<file path="config.mk">
export PLATFORM = sky130hd
export DESIGN_NAME = pwm_cfg_ctrl
export DESIGN_NICKNAME = d
export VERILOG_FILES = /design/src/rtl/pwm_pkg.sv /design/src/rtl/pwm_wrap_detect.sv /design/src/rtl/pwm_cfg_ctrl.sv
export SDC_FILE = /design/constraint.sdc
export NUM_CORES = 1
export LEC_CHECK = 0
export CAP_MARGIN = 20
export CORE_ASPECT_RATIO = 0.7
export CORE_MARGIN = 2
export CORE_UTILIZATION = 35
export CTS_CLUSTER_SIZE = 30
export DETAILED_ROUTE_END_ITERATION = 16
export SLEW_MARGIN = 20
export SYNTH_ARGS = -nofsm -noshare
export SYNTH_HDL_FRONTEND = slang
export SYNTH_SLANG_ARGS = --single-unit
export TNS_END_PERCENT = 30
</file>
<file path="constraint.sdc">
create_clock -name clk -period 2.96 [get_ports clk]
set_clock_uncertainty 0.2 [all_clocks]
set_input_delay 0.592 -clock clk [delete_from_list [all_inputs] [get_ports clk]]
set_output_delay 0.592 -clock clk [all_outputs]
set_load 0.01 [all_outputs]
</file>
<file path="src/rtl/pwm_pkg.sv">
// pwm_pkg: shared types and constants for the PWM configuration controller.
//   state_t   - controller sequencing states
//   CNT_W_DEF - default counter/period width
//   PS_W_DEF  - default prescale width
//   cfg_t     - one software config write (period, prescale, direction, restart)
package pwm_pkg;

  localparam int CNT_W_DEF = 16;
  localparam int PS_W_DEF  = 8;

  typedef enum logic [2:0] {
    IDLE,
    START,
    RUN,
    PEND,
    APPLY
  } state_t;

  // Field widths follow the default constants; the controller's CNT_W/PS_W
  // parameters are expected to match them.
  typedef struct packed {
    logic [CNT_W_DEF-1:0] period;
    logic [PS_W_DEF-1:0]  prescale;
    logic                 upnotdown;
    logic                 restart;
  } cfg_t;

endpackage

</file>
<file path="src/rtl/pwm_wrap_detect.sv">
// pwm_wrap_detect: flags the cycle in which the PWM counter has just wrapped.
// Ports:
//   clk, rst   - clock, asynchronous active-high reset
//   count_val  - live counter value
//   period     - period currently driven to the counter
//   upnotdown  - direction currently driven to the counter (1 = up)
//   wrap       - high in the cycle right after the counter wrapped
module pwm_wrap_detect
  import pwm_pkg::*;
#(
  parameter int CNT_W = CNT_W_DEF
) (
  input  logic             clk,
  input  logic             rst,
  input  logic [CNT_W-1:0] count_val,
  input  logic [CNT_W-1:0] period,
  input  logic             upnotdown,
  output logic             wrap
);

  logic [CNT_W-1:0] prev_cnt;

  // Last cycle's counter value, so a wrap is seen as a pair of samples.
  always_ff @(posedge clk or posedge rst) begin
    if (rst) begin
      prev_cnt <= '0;
    end else begin
      prev_cnt <= count_val;
    end
  end

  // A zero period never shows a distinct wrap pair, so every cycle counts.
  always_comb begin
    wrap = 1'b0;
    if (period == '0) begin
      wrap = 1'b1;
    end else if (upnotdown) begin
      wrap = (prev_cnt == period) && (count_val == '0);
    end else begin
      wrap = (prev_cnt == '0) && (count_val == period);
    end
  end

endmodule

</file>
<file path="src/rtl/pwm_cfg_ctrl.sv">
// pwm_cfg_ctrl: sequencing/config controller for the PWM up/down counter.
// Config writes arrive on a valid/ready handshake, are held in a shadow
// register and reach the counter outputs at a counter wrap, or at once when
// a restart is requested or the counter is idle.
// Ports:
//   clk, rst                 - clock, asynchronous active-high reset
//   start, stop              - one-cycle run control pulses
//   cfg_valid / cfg_ready    - config write handshake
//   cfg_period/_prescale/_upnotdown/_restart - config write fields
//   count_val                - live counter value
//   period, prescale, upnotdown, en, count_reset - registered counter controls
//   update_done              - one-cycle pulse when new config reaches outputs
//   running                  - high whenever not IDLE
module pwm_cfg_ctrl
  import pwm_pkg::*;
#(
  parameter int               CNT_W         = CNT_W_DEF,
  parameter int               PS_W          = PS_W_DEF,
  parameter logic [CNT_W-1:0] RST_PERIOD    = 16'd999,
  parameter logic [PS_W-1:0]  RST_PRESCALE  = 8'd0,
  parameter logic             RST_UPNOTDOWN = 1'b1
) (
  input  logic             clk,
  input  logic             rst,
  input  logic             start,
  input  logic             stop,
  input  logic             cfg_valid,
  output logic             cfg_ready,
  input  logic [CNT_W-1:0] cfg_period,
  input  logic [PS_W-1:0]  cfg_prescale,
  input  logic             cfg_upnotdown,
  input  logic             cfg_restart,
  input  logic [CNT_W-1:0] count_val,
  output logic [CNT_W-1:0] period,
  output logic [PS_W-1:0]  prescale,
  output logic             upnotdown,
  output logic             en,
  output logic             count_reset,
  output logic             update_done,
  output logic             running
);

  localparam cfg_t RST_CFG = '{
    period:    RST_PERIOD,
    prescale:  RST_PRESCALE,
    upnotdown: RST_UPNOTDOWN,
    restart:   1'b0
  };

  state_t state, state_nxt;
  logic   apply_run, apply_run_nxt;
  logic   transfer;
  logic   wrap;
  cfg_t   incoming, shadow, load_cfg;
  logic   en_nxt, count_reset_nxt, ready_nxt, running_nxt;

  assign transfer = cfg_valid && cfg_ready;

  assign incoming = '{
    period:    cfg_period,
    prescale:  cfg_prescale,
    upnotdown: cfg_upnotdown,
    restart:   cfg_restart
  };

  // An accepted write goes to APPLY in the same cycle it lands in the shadow,
  // so take the fields straight from the bus to save a cycle of latency.
  assign load_cfg = transfer ? incoming : shadow;

  pwm_wrap_detect #(
    .CNT_W(CNT_W)
  ) u_wrap (
    .clk      (clk),
    .rst      (rst),
    .count_val(count_val),
    .period   (period),
    .upnotdown(upnotdown),
    .wrap     (wrap)
  );

  // State register plus the "return to RUN after APPLY" flag.
  always_ff @(posedge clk or posedge rst) begin
    if (rst) begin
      state     <= IDLE;
      apply_run <= 1'b0;
    end else begin
      state     <= state_nxt;
      apply_run <= apply_run_nxt;
    end
  end

  // Next state. stop always wins, but an accepted write is never dropped:
  // it still passes through APPLY, which then lands in IDLE.
  always_comb begin
    state_nxt     = state;
    apply_run_nxt = apply_run;
    case (state)
      IDLE: begin
        if (transfer) begin
          state_nxt     = APPLY;
          apply_run_nxt = 1'b0;
        end else if (start && !stop) begin
          state_nxt = START;
        end
      end
      START: begin
        state_nxt = stop ? IDLE : RUN;
      end
      RUN: begin
        if (transfer) begin
          if (stop) begin
            state_nxt     = APPLY;
            apply_run_nxt = 1'b0;
          end else if (cfg_restart) begin
            state_nxt     = APPLY;
            apply_run_nxt = 1'b1;
          end else begin
            state_nxt = PEND;
          end
        end else if (stop) begin
          state_nxt = IDLE;
        end
      end
      PEND: begin
        if (stop) begin
          state_nxt     = APPLY;
          apply_run_nxt = 1'b0;
        end else if (wrap) begin
          state_nxt     = APPLY;
          apply_run_nxt = 1'b1;
        end
      end
      APPLY: begin
        state_nxt     = (apply_run && !stop) ? RUN : IDLE;
        apply_run_nxt = 1'b0;
      end
      default: begin
        state_nxt     = IDLE;
        apply_run_nxt = 1'b0;
      end
    endcase
  end

  // Outputs are decoded from the state being entered and then registered,
  // so they line up with the state they belong to.
  always_comb begin
    en_nxt          = 1'b0;
    count_reset_nxt = 1'b0;
    ready_nxt       = 1'b0;
    running_nxt     = 1'b1;
    case (state_nxt)
      IDLE: begin
        ready_nxt   = 1'b1;
        running_nxt = 1'b0;
      end
      START: begin
        en_nxt          = 1'b1;
        count_reset_nxt = 1'b1;
      end
      RUN: begin
        en_nxt    = 1'b1;
        ready_nxt = 1'b1;
      end
      PEND: begin
        en_nxt = 1'b1;
      end
      APPLY: begin
        en_nxt          = apply_run_nxt;
        count_reset_nxt = apply_run_nxt;
      end
      default: begin
        running_nxt = 1'b0;
      end
    endcase
  end

  // Counter-facing output registers; config fields only change on APPLY entry.
  always_ff @(posedge clk or posedge rst) begin
    if (rst) begin
      period      <= RST_PERIOD;
      prescale    <= RST_PRESCALE;
      upnotdown   <= RST_UPNOTDOWN;
      en          <= 1'b0;
      count_reset <= 1'b0;
      update_done <= 1'b0;
      running     <= 1'b0;
      cfg_ready   <= 1'b1;
    end else begin
      en          <= en_nxt;
      count_reset <= count_reset_nxt;
      update_done <= (state_nxt == APPLY);
      running     <= running_nxt;
      cfg_ready   <= ready_nxt;
      if (state_nxt == APPLY) begin
        period    <= load_cfg.period;
        prescale  <= load_cfg.prescale;
        upnotdown <= load_cfg.upnotdown;
      end
    end
  end

  // Shadow copy of the last accepted write, held until a wrap applies it.
  always_ff @(posedge clk or posedge rst) begin
    if (rst) begin
      shadow <= RST_CFG;
    end else if (transfer) begin
      shadow <= incoming;
    end
  end

endmodule

</file>
---- Word-level counts from Yosys, hierarchy flattened ----
Index checks and enable logic that the tools add are counted.
cells by class
  multiplexer cells ....................... 25
  eq/ne operators ......................... 10
  reduce and logical (&&, ||, !) cells .... 14
operators with widths
  operator                                       count
  zero test 16 bit                               3
  == test 16 bit                                 2
  two-way mux 26 bit                             1
  two-way mux 3 bit                              8
  case mux 3 bit (5 select lines)                1
  == test 3 x 2 -> 1 bit, second input constant  4
  two-way mux 1 bit                              10
  == test 3 x 1 -> 1 bit, second input constant  2
  == test 3 bit, second input constant           2
  zero test 3 bit                                2
  logical AND 1 bit                              5
  two-way mux 2 bit                              2
  case mux 1 bit (2 select lines)                2
  case mux 1 bit (4 select lines)                1
  OR reduction 4 bit                             1
  OR reduction 3 bit                             1
  OR reduction 2 bit                             1
  zero test 1 bit                                1
storage, ports and cells
  register bits ........................... 76
  word-level logic and storage cells ...... 64
  output and inout port bits .............. 30

---- Depth between registers and ports, before layout ----
  word-level depth ........................ 10
  depth in mapped cells ................... 8

---- By module ----
From an unflattened synthesis, not the netlist that was laid out.
second synthesis, totals
  cells, all modules ...................... 230
  area, all modules ....................... 3,326.9 um^2
by module, submodules not included
  module           area each (um^2)  cells each  times used  seq. area each (um^2)
  pwm_cfg_ctrl     2,446.1           152         1           1,500.2
  pwm_wrap_detect  880.8             78          1           400.4

---- Worst setup path after synthesis ----
No wires, ideal clock.
  path kind ............................... input port to flip-flop
  start ................................... in count_val[0]
  end ..................................... reg period[13]
  setup slack ............................. 0.717 ns
  data arrival time ....................... 1.940 ns
  required time ........................... 2.656 ns
  buffers on the path ..................... 2
  cell stages on the path ................. 7
  cells stage by stage .................... or4_1 -> nor4_2 -> and2_1 -> buf_6 -> buf_12 -> a31oi_1 -> o311ai_1
between the ends
  cells in the longest elaborated chain, start to end .. 8
  elaborated cells on any way between the ends .. 10
  those cells by class .................... eq/ne: 2; mux: 5; reduce/logical: 3
RTL lines
  item                                                line                                          text
  start, declared                                     pwm_cfg_ctrl.sv:33                            input logic [CNT_W-1:0] count_val,
  == test 16 bit or zero test 16 bit (tied branches)  pwm_wrap_detect.sv:40, pwm_wrap_detect.sv:38
  logical AND 1 bit, on equally long branches         pwm_wrap_detect.sv:40, pwm_wrap_detect.sv:38
  two-way mux 1 bit (*)                               pwm_wrap_detect.sv:37                         end else if (upnotdown) begin
  two-way mux 1 bit (*)                               pwm_wrap_detect.sv:35                         if (period == '0) begin
  two-way mux 3 bit (*)                               pwm_cfg_ctrl.sv:128                           end else if (wrap) begin
  two-way mux 3 bit (*)                               pwm_cfg_ctrl.sv:125                           if (stop) begin
  case mux 3 bit (5 select lines) (*)                 pwm_cfg_ctrl.sv:97                            case (state)
  == test 3 bit (*)                                   pwm_cfg_ctrl.sv:194                           if (state_nxt == APPLY) begin
  end signal, assigned                                pwm_cfg_ctrl.sv:195                           period <= load_cfg.period;
  end, declared                                       pwm_cfg_ctrl.sv:34                            output logic [CNT_W-1:0] period,
Every way passes the cells marked *; elsewhere a longest branch is shown, timed or not.
A chain may end at the register's enable or synchronous reset.

---- Worst setup path in the final report ----
  start ................................... in count_val[3]
  end ..................................... reg prescale[0]
between the ends
  cells in the longest elaborated chain, start to end .. 8
  elaborated cells on any way between the ends .. 10
  those cells by class .................... eq/ne: 2; mux: 5; reduce/logical: 3
RTL lines
  item                                                line                                          text
  == test 16 bit or zero test 16 bit (tied branches)  pwm_wrap_detect.sv:40, pwm_wrap_detect.sv:38
  logical AND 1 bit, on equally long branches         pwm_wrap_detect.sv:40, pwm_wrap_detect.sv:38
  two-way mux 1 bit (*)                               pwm_wrap_detect.sv:37
  two-way mux 1 bit (*)                               pwm_wrap_detect.sv:35
  two-way mux 3 bit (*)                               pwm_cfg_ctrl.sv:128
  two-way mux 3 bit (*)                               pwm_cfg_ctrl.sv:125
  case mux 3 bit (5 select lines) (*)                 pwm_cfg_ctrl.sv:97
  == test 3 bit (*)                                   pwm_cfg_ctrl.sv:194
  end signal, assigned                                pwm_cfg_ctrl.sv:196                           prescale <= load_cfg.prescale;
  end, declared                                       pwm_cfg_ctrl.sv:35                            output logic [PS_W-1:0] prescale,
Marked as above.

==> metrics <==
Area growth syn-to-layout 32.2%; Post-CTS Setup Bufs 0; total grt overflow 0; clock sink total 75; clock power share 19.1%; Min Hold Slack 0.279 ns; PostCTS Resize Cnt 0; row count 32; Most used DFF post-synth dfrtp_1; crit start category input port; Reg2Reg Setup Slack 0.54 ns; total power per unit cell area 998 mW/mm2; sequential share of power 36.8%; fill count 1010; Cell variety after synth 45; utilization after layout 47.3%; WP data required 2.97 ns; CP top delay family simple AND/OR/NAND/NOR gates; crit path max fanout 25; Pint 0.00323 W; status finished clean; syn_area_per_cell 10.2 um2; Fin. Hold Viols 0; Mapped Nets 429; # DRC 0; Slew headroom 32.6%; Post-Route WL 10800 um; TritonCTS clock tree built; hold crit path type in -> async; final antenna diode count 0; total iterations of the first detailed-routing run 4; area of the mapped netlist 0.00391 mm2; CP max-delay cell clkdlybuf4s50_1; crit path capture type flip-flop; die area 0.0120 mm2; EDFF count, synth 0; maximum operating frequency 381 MHz; number of antenna violations at the first check in global routing 0; starting density of the core 35.7%; Combinational Power Share 44.1%; r2r endpoint period[0]$_DFFE_PP1N_; die width 130 um; Least-Margin Pin Slew 1.01 ns; gpl congestion 0.885; maxcap violations 0; CTS Buf Count 9; fraction of layout cells with a size suffix above 1 12.1%; Worst Setup SP count_val[3]; Setup CP Type in -> reg; sequential element share of the synthesized area 48.7%; core footprint 0.0109 mm2; largest net degree at the start of global routing 81; Routed Antenna Nets 0; Iteration-0 DRC Markers 274; vias in the first global route 3240; worst path cell trace clkdlybuf4s50_1 -> nor4_1 -> buf_4 -> nand4_1 -> nor4_2 -> and2_1 -> buf_12 -> a31oi_1 -> o311ai_0; I/O pins 77; clk buf depth 2; clk_lat worst skew 0.34 ns; PortBufs 76; Max VDD drop 426 uV; Switching Power 0.00192 W; Final setup violation count 0; GRT Overall Usage 19.0%; root buffer cell clkbuf_16; worst r2r src period[5]$_DFFE_PP1N_; P_leak 2.22 nW; ys async rst share 100%; Sw Share 37.3%; Vias/cell 5.43; detailed placement HPWL 7200 um; H-tree lvl count 3; Total Power 0.00515 W; worst reg2reg path depth 7; Die Height 92.4 um; Via Count 3332; max incr delay on CP 0.46 ns; first-pass GRT wire length 17500 um; Final min period 2.63 ns; Crit path arrival time 2.64 ns; Max Slew Vio Count 0; Reg clk slew, reported paths 0.06 ns; crit path buf inv count 3; Yosys reg bits 75; TNS Setup 0 ns; wire per inst 17.5 um; crit share post-route 88.8%; Hold-fix buffers, CTS 0; cells after synthesis 382; nets 503; unrepaired setup endpoints after global routing false; number of synthesis warnings 0
worst max path at each step:
stage / endpoint / slack, ns / cells after the start
2_1_floorplan: apply_run$_DFF_PP0_ / 0.29 / 1
5_1_grt: prescale[1]$_DFFE_PP0N_ / 0.18 / 9
3_5_place_dp: prescale[1]$_DFFE_PP0N_ / -0.03 / 9
4_1_cts: prescale[0]$_DFFE_PP0N_ / 0.33 / 9
3_3_place_gp: upnotdown$_DFFE_PP1N_ / 0.01 / 8
6_report: prescale[0]$_DFFE_PP0N_ / 0.33 / 9
cell usage in the layout, fill, tap and decap left out, types with 6 or more instances in the layout:
cell type        synthesis  layout
dfrtp_1                 56      56
clkbuf_16                0       9
nor4_1                   9       9
nand4_1                 33      33
inv_1                   28      27
o311ai_1                20      20
nand3_1                 27      27
mux2i_1                 25      25
o21ai_0                 27      27
xnor2_1                 28      28
clkdlybuf4s50_1          0      76
a31oi_1                 26      25
dfstp_2                 19      19
buf_4                    0      12
clkbuf_1                14       6
worst register-to-register path, stage by stage (launching register included):
cell and delay [ns]:
dfstp_2 0.61, xnor2_1 0.20, nand4_1 0.13, nor4_1 0.33, buf_4 0.18, a31oi_4 0.09
buf_4 0.26, o311ai_1 0.32
registers in the layout, indices dropped and copies added (netlist names):
name,cells
shadow,25
period,16
u_wrap.prev_cnt,16
prescale,8
state,3
apply_run,1
cfg_ready,1
count_reset,1
en,1
running,1
update_done,1
upnotdown,1
synth_stat cells, types with 2 or more instances:
cell | number | area (um2)
buf_2 | 11 | 55.1
nand2_1 | 5 | 18.8
or4_1 | 2 | 15.0
a31oi_1 | 26 | 163
a21oi_1 | 2 | 10.0
a21bo_2 | 2 | 20.0
o311ai_1 | 20 | 175
nor2b_1 | 3 | 18.8
o31ai_1 | 2 | 15.0
dfstp_2 | 19 | 499
nor3_1 | 5 | 25.0
clkbuf_1 | 14 | 52.6
mux2i_1 | 25 | 250
o21ai_0 | 27 | 135
buf_1 | 2 | 7.51
nor2_1 | 5 | 18.8
dfrtp_1 | 56 | 1400
inv_1 | 28 | 105
nand4_1 | 33 | 206
nor4_1 | 9 | 56.3
o311ai_0 | 5 | 43.8
nand3_1 | 27 | 135
xor2_1 | 4 | 35.0
xnor2_1 | 28 | 245
nor3b_1 | 2 | 15.0
stage by stage:
step | setup slack (ns) | std cells | instance area, um2
2_1_floorplan | 0.289 | 382 | 3910
3_3_place_gp | 0.0128 | 598 | 4900
3_5_place_dp | -0.0252 | 598 | 4900
4_1_cts | 0.329 | 614 | 5160
5_1_grt | 0.179 | 614 | 5160
6_report | 0.333 | 614 | 5160
power groups by stage:
| stage | Clock [W] | Combinational [W] | Sequential (W) |
|---|---|---|---|
| after floorplan | 0 | 0.00140 | 0.00187 |
| after global placement | 0 | 0.00218 | 0.00191 |
| after detailed placement | 0 | 0.00225 | 0.00192 |
| after CTS | 0.00101 | 0.00227 | 0.00191 |
| after global routing | 0.00106 | 0.00253 | 0.00196 |
| final | 0.000984 | 0.00227 | 0.00190 |
per-layer routing:
| layer | track usage, % | up-vias | wire (um) |
|---|---|---|---|
| li1 | - | 1583 | - |
| met1 | 28.3 | 1640 | 5410 |
| met2 | 27.1 | 104 | 4660 |
| met3 | 5.08 | 5 | 645 |
| met4 | 4.93 | 0 | 68 |
| met5 | 0 | - | 0 |
final cells by class:
class / count / area, um2 / share of cell area, %
clock buffers: 16 / 262 / 5.06
inverters: 28 / 105 / 2.03
multi-input cells: 249 / 1760 / 34.0
flip-flops and latches: 75 / 1900 / 36.8
well taps: 153 / 191 / 3.71
repair buffers: 93 / 951 / 18.4
kinds of logic after synthesis:
| family | after synthesis | synth area share (%) |
|---|---|---|
| muxes | 25 | 6.41 |
| AOI/OAI and AO/OA | 90 | 15.7 |
| DFF | 75 | 48.7 |
| xor gates and xnor gates | 32 | 7.17 |
| buffers and inverters | 58 | 6.82 |
| and+or+nand+nor | 102 | 15.2 |
No activity file was read; power rests on OpenSTA's default activity.
